## src/rtl/input_conditioner.sv

```systemverilog
// input_conditioner
// Turns the clean (already debounced) button and sensor levels into the
// events the traffic controller consumes:
//   - walk_pending    : sticky pedestrian request, cleared by walk_ack
//   - reprogram_pulse : single-cycle pulse per reprogram press
//   - sensor_active   : vehicle presence, qualified over SENSOR_MIN_CYCLES
// Optional feature: define INPUT_CONDITIONER_WALK_COUNT_EN to add the
// saturating 8-bit walk_count output and its counter.
// Every output comes straight from a flop. Reset is asynchronous, active-high.

module input_conditioner #(
    parameter int SENSOR_MIN_CYCLES = 4,
    parameter int SENSOR_CNT_W      = 4
) (
    input  logic       clk,
    input  logic       global_reset,
    input  logic       walk_request_debounce,
    input  logic       reprogram_debounce,
    input  logic       traffic_sensor_debounce,
    input  logic       walk_ack,
    output logic       walk_pending,
    output logic       reprogram_pulse,
    output logic       sensor_active
`ifdef INPUT_CONDITIONER_WALK_COUNT_EN
    ,
    output logic [7:0] walk_count
`endif
);

    localparam logic [SENSOR_CNT_W-1:0] SensorMin = SENSOR_CNT_W'(SENSOR_MIN_CYCLES);
    localparam logic [SENSOR_CNT_W-1:0] SensorOne = SENSOR_CNT_W'(1);

    logic                    walkPrev_q;
    logic                    reprogPrev_q;
    logic                    walkPending_q;
    logic                    walkPending_d;
    logic                    reprogPulse_q;
    logic                    reprogPulse_d;
    logic [SENSOR_CNT_W-1:0] sensorCnt_q;
    logic [SENSOR_CNT_W-1:0] sensorCnt_d;
    logic                    sensorActive_q;
    logic                    sensorActive_d;
    logic                    walkRise;
    logic                    reprogRise;

    // History registers power up high so a button already held at reset
    // release is ignored until it is released and pressed again.
    always_ff @(posedge clk or posedge global_reset) begin
        if (global_reset) begin
            walkPrev_q   <= 1'b1;
            reprogPrev_q <= 1'b1;
        end else begin
            walkPrev_q   <= walk_request_debounce;
            reprogPrev_q <= reprogram_debounce;
        end
    end

    assign walkRise   = walk_request_debounce & ~walkPrev_q;
    assign reprogRise = reprogram_debounce & ~reprogPrev_q;

    // Next-state for the request flag, the pulse and the qualification
    // counter; a fresh walk edge beats a simultaneous acknowledge.
    always_comb begin
        walkPending_d = walkRise | (walkPending_q & ~walk_ack);
        reprogPulse_d = reprogRise;
        sensorCnt_d   = '0;
        if (traffic_sensor_debounce) begin
            if (sensorCnt_q == SensorMin) begin
                sensorCnt_d = sensorCnt_q;
            end else begin
                sensorCnt_d = sensorCnt_q + SensorOne;
            end
        end
        sensorActive_d = (sensorCnt_d == SensorMin);
    end

    // Output and counter state; sensorActive_q always mirrors
    // (sensorCnt_q == SENSOR_MIN_CYCLES) but comes from its own flop.
    always_ff @(posedge clk or posedge global_reset) begin
        if (global_reset) begin
            walkPending_q  <= 1'b0;
            reprogPulse_q  <= 1'b0;
            sensorCnt_q    <= '0;
            sensorActive_q <= 1'b0;
        end else begin
            walkPending_q  <= walkPending_d;
            reprogPulse_q  <= reprogPulse_d;
            sensorCnt_q    <= sensorCnt_d;
            sensorActive_q <= sensorActive_d;
        end
    end

    assign walk_pending    = walkPending_q;
    assign reprogram_pulse = reprogPulse_q;
    assign sensor_active   = sensorActive_q;

`ifdef INPUT_CONDITIONER_WALK_COUNT_EN
    logic [7:0] walkCount_q;
    logic [7:0] walkCount_d;

    // Every walk press counts, pending or not, sticking at 255.
    always_comb begin
        walkCount_d = walkCount_q;
        if (walkRise && (walkCount_q != 8'hFF)) begin
            walkCount_d = walkCount_q + 8'd1;
        end
    end

    // Press counter register; only reset clears it.
    always_ff @(posedge clk or posedge global_reset) begin
        if (global_reset) begin
            walkCount_q <= 8'd0;
        end else begin
            walkCount_q <= walkCount_d;
        end
    end

    assign walk_count = walkCount_q;
`endif

endmodule

```

## config.mk

```make
export PLATFORM = sky130hd
export DESIGN_NAME = input_conditioner
export DESIGN_NICKNAME = d
export VERILOG_FILES = /design/src/rtl/input_conditioner.sv
export SDC_FILE = /design/constraint.sdc
export NUM_CORES = 1
export LEC_CHECK = 0
export ABC_AREA = 1
export ABC_CLOCK_PERIOD_IN_PS = 1500
export CAP_MARGIN = 30
export CORE_AREA = 5 5 42 44
export CTS_BUF_LIST = sky130_fd_sc_hd__clkbuf_2 sky130_fd_sc_hd__clkbuf_4 sky130_fd_sc_hd__clkbuf_8
export DETAILED_ROUTE_END_ITERATION = 7
export DIE_AREA = 0 0 47 49
export DONT_BUFFER_PORTS = 1
export SLEW_MARGIN = 20
export SYNTH_ARGS = -nofsm -noshare
export SYNTH_HDL_FRONTEND = slang
export SYNTH_SLANG_ARGS = --single-unit
export TNS_END_PERCENT = 10
```

## constraint.sdc

```tcl
create_clock -name clk -period 1.5 [get_ports clk]
set_input_delay 0.225 -clock clk [delete_from_list [all_inputs] [get_ports clk]]
set_output_delay 0.225 -clock clk [all_outputs]
set_load 0.02 [all_outputs]
```

After elaboration in Yosys (flattened, before gate mapping)
Cells that the tools add are included.
- $add $sub $neg: 1
- multiply operators: 0
- div/mod/pow operators: 0
- $lt $le $gt $ge: 0
- equality and inequality tests: 2
- shift operators: 0
- multiplexer cells: 2
- bitwise logic cells: 7
- reduce and logical (&&, ||, !) cells: 0
- operators by type and width (cell ; number):
    equality test 4 x 3 -> 1 bit (second input constant) ; 2
    2-to-1 mux 4 bit ; 2
    adder 4 x 1 -> 4 bit (second input constant) ; 1
    bitwise AND 1 bit ; 3
    NOT 1 bit ; 3
    OR 1 bit ; 1
- register bits after elaboration: 9
- latch bits: 0
- RAM bits: 0
- ROM bits: 0
- output and inout bits: 3
- logic and storage cells: 18
- memories kept: 0

Longest topological paths before layout
- depth after elaboration: 4
- mapped depth: 8
- gate-level depth less buffers: 8

Worst setup path before layout
Ideal clock, no wire load.
- path kind: reg-to-reg
- start point: register sensorCnt_q[0]
- end point: register sensorActive_q (netlist: sensor_active)
- setup time: 0.117 ns
- arrival: 1.006 ns
- setup slack: 0.377 ns
- cell stages (with the launch flop): 9
- period minus slack after synthesis: 1.123 ns
- cells stage by stage: dfrtp_1 inv_1 ha_1 nand3_2 nand2_1 inv_1 nand2_2 nand2_1 nor2_2
- longest elaborated chain between the ends: 4
- RTL lines (what ; line ; RTL):
    start: declaration ; 39 ; logic [SENSOR_CNT_W-1:0] sensorCnt_q;
    start signal: assignment ; 88 ; sensorCnt_q <= sensorCnt_d;
    adder 4 x 1 -> 4 bit or equality test 4 x 3 -> 1 bit (tied branches) ; 71, 68 ;
    2-to-1 mux 4 bit (*) ; 68 ; if (sensorCnt_q == SensorMin) begin
    2-to-1 mux 4 bit (*) ; 67 ; if (traffic_sensor_debounce) begin
    equality test 4 x 3 -> 1 bit (*) ; 74 ; sensorActive_d = (sensorCnt_d == SensorMin);
    named net sensorActive_d ; 42 ; logic sensorActive_d;
    end signal: assignment ; 89 ; sensorActive_q <= sensorActive_d;
    end: declaration ; 41 ; logic sensorActive_q;
Mark *: on every way through the listed nets, which the timed path passes. The rest lies on a longest branch.

Worst setup path after layout
Same ends and word-level chain as after synthesis.

==> flow_metrics.py <==
metrics = {
    "outcome": {
        "outcome": "finished, final reports clean",
    },
    "sta": {
        "period_minus_slack_ns": 1.21,
        "hold_violations": 0,
        "slew_viol_final": 0,
        "relSlewSlack": 0.788,
        "fin_crit_sh": 0.808,
        "setup_violations": 0,
        "fin_tns_setup_ns": 0,
        "rsz0062_at_grt": "false",
        "worst_clock_skew_ns": 0.000834,
        "worst_hold_slack_ns": 0.0551,
        "slew_of_the_pin_with_the_lowest_slew_margin_ns": 0.318,
        "fmax_mhz": 825,
    },
    "power_and_ir_drop": {
        "leakage_nw": 0.284,
        "powerDensity_nw_per_um2": 1080,
        "peakVddDrop_uv": 489,
    },
    "worst_setup_path": {
        "timing.critical_path.fanout_max": 6,
        "reg2reg_setup_slack_ns": 0.29,
        "timing.critical_path.to_type": "flip-flop",
        "longest_individual_stage_delay_on_the_worst_path_ns": 0.43,
        "worstReg2RegEnd": "sensor_active$_DFF_PP0_",
        "critPathLaunchType": "flip-flop",
        "crit_type": "reg2reg",
        "worst_ep_arrival_time_ns": 1.35,
        "worst_r2r_startpoint": "sensorCnt_q[0]$_DFF_PP0_",
        "cp_num_buf_inv": 2,
        "r2r.worst_path.cells": 8,
        "cp_top_family": "flip-flops",
        "critical_path.cell_chain": "inv_1, ha_1, nand3_2, nand2_1, inv_1, nand2_2, nand2_1, nor2_2",
        "required_ns": 1.64,
        "timing.critical_path.slowest_stage_cell": "dfrtp_1",
    },
    "clock_network": {
        "tritoncts": "done",
        "cts.clk_slew.worst_paths_ns": 0.06,
        "clock_tree.root_cell": "clkbuf_4",
        "clock_sinks": 9,
        "clkLatencyLatePin_ns": 0.25,
        "cts_setup_buffers": 0,
        "tritoncts_buffer_count": 3,
        "maximum_buffer_depth_of_the_clock_tree": 2,
        "max_h_tree_level": 1,
    },
    "grt": {
        "gr-total-overflow": 0,
        "grt_max_degree": 10,
        "first_pass_grt_wire_length_microns": 1170,
        "grt_pass1_vias": 297,
        "antenna_found_initial": 0,
        "global_route.usage.total": 0.0733,
    },
    "die": {
        "core.rowCount": 14,
        "initial_core_util": 0.298,
        "die-area_sq_um": 2300,
        "core_region_area_sq_um": 1400,
        "die_width_microns": 47,
        "ios": 9,
        "chipHeight_microns": 49,
    },
    "flow_run": {
        "cap_viol_max_count": 0,
    },
    "cells_and_area": {
        "finish.cell_count_without_fillers": 70,
        "final_net_count": 63,
        "layout-drive-gt1-share": 0.241,
        "stdcell_area_sq_um": 498,
        "antenna-diode-count": 0,
        "syn_to_final_growth_pct": 19.2,
        "core_utilization_of_the_finished_layout": 0.355,
    },
    "yosys": {
        "ys_seq_elements": 9,
        "netlist_instances": 47,
        "yosysUniqueCellTypes": 13,
        "syn-cell-area_sq_um": 418,
        "syn-num-nets": 55,
        "synth_area_per_cell_sq_um": 8.89,
        "synth.yosys.warnings": 0,
        "synth_seq_area_share": 0.545,
    },
    "drt": {
        "wl_met2_microns": 377,
        "dr.first_iter.drc_count": 4,
        "vias_per_cell": 4.04,
        "route.antenna.remaining_nets": 0,
        "wire_per_inst_microns": 9.83,
        "sum_of_met3_wire_segment_lengths_after_detailed_routing_microns": 48,
        "drcViolationCount": 0,
        "wl_microns": 688,
        "route.layer.met1.wl_microns": 263,
        "dr.max_layer_used": "met3",
        "drt_first_pass_iters": 2,
        "detailroute.via_count": 283,
    },
    "placement": {
        "dpl.cell_count": 63,
        "hpwl_microns": 587,
        "gp_routability_congestion": 0.642,
        "port_buffers": 0,
        "post_dp_cell_area_sq_um": 438,
    },
    "worst_hold_path": {
        "hold_class": "in2reg",
        "min_to": "walk_pending$_DFF_PP0_",
        "worst_hold_depth": 1,
        "hold_path_startpoint": "walk_ack",
    },
}
-- cell usage in the layout, fill, tap and decap left out --
master and n:
o21ai_2 1, o22ai_1 1, nand3_2 1, dfrtp_1 7
nand3_1 1, nor2_1 2, nor2_2 4, dfstp_2 2
nand2_2 1, ha_1 2, clkbuf_4 4, inv_1 14
dlygate4sd3_1 3, nand2_1 10, nand4_1 1
-- worst max path at each step --
stage / start / to / slack [ns] / cells after the start
floorplan: sensorCnt_q[0]$_DFF_PP0_ / sensor_active$_DFF_PP0_ / 0.38 / 8
global placement: sensorCnt_q[0]$_DFF_PP0_ / sensor_active$_DFF_PP0_ / 0.31 / 7
detailed placement: sensorCnt_q[0]$_DFF_PP0_ / sensor_active$_DFF_PP0_ / 0.27 / 8
CTS: sensorCnt_q[0]$_DFF_PP0_ / sensor_active$_DFF_PP0_ / 0.26 / 8
global route: sensorCnt_q[0]$_DFF_PP0_ / sensor_active$_DFF_PP0_ / 0.16 / 8
finish: sensorCnt_q[0]$_DFF_PP0_ / sensor_active$_DFF_PP0_ / 0.29 / 8
-- registers in the layout, summed over array words and instances (netlist names) --
register         cells
walkPrev_q           1
reprogPrev_q         1
reprogram_pulse      1
sensor_active        1
sensorCnt_q          4
walk_pending         1
-- timing repair --
item,in CTS,in global routing
hold buffers,3,0
resized for setup,0,0
hold endpoints to repair,9,0
endpoints found under the setup margin,0,0
-- synth_stat cells (all sizes together) --
library cell / count / area share
nand4: 1 / 0.015
ha: 2 / 0.060
dfstp: 2 / 0.13
nand3: 2 / 0.036
inv: 14 / 0.13
o22ai: 1 / 0.015
nor2: 6 / 0.078
dfrtp: 7 / 0.42
nand2: 11 / 0.10
o21ai: 1 / 0.021
-- cell type report --
cell class,instances,area [sq um]
Multi-Input combinational cell,24,138
Tap cell,16,20.0
Clock buffer,4,30.0
Inverter,14,52.6
Sequential cell,9,228
Fill cell,151,903
Timing Repair Buffer,3,30.0
-- metrics by stage --
| stage | total power, mW | setup slack, ns |
|---|---|---|
| 2_1_floorplan | 0.328 | 0.377 |
| 3_3_place_gp | 0.338 | 0.315 |
| 3_5_place_dp | 0.342 | 0.273 |
| 4_1_cts | 0.550 | 0.256 |
| 5_1_grt | 0.578 | 0.157 |
| 6_report | 0.535 | 0.288 |
-- power breakdown --
group	switching, mW	internal, mW	total [mW]
Combinational	0.0342	0.0254	0.0596
Clock	0.0744	0.120	0.194
Sequential	0.0205	0.261	0.282
Total	0.129	0.406	0.535
-- per-layer routing --
metal	GRT usage	up-vias
met5	0	-
met4	0.0553	0
met3	0.0185	0
met2	0.109	8
met1	0.0862	125
li1	-	150
-- kinds of logic (layout without fill, tap and decap cells) --
logic type               Yosys count  after routing  synth area share
adder cells (fa/ha/maj)            2              2            0.0599
flip-flops                         9              9             0.545
AO/OA/AOI/OAI                      2              2            0.0359
buffers and inverters             14             21             0.126
AND/OR/NAND/NOR                   20             20             0.234
(Power assumes the default switching activity.)
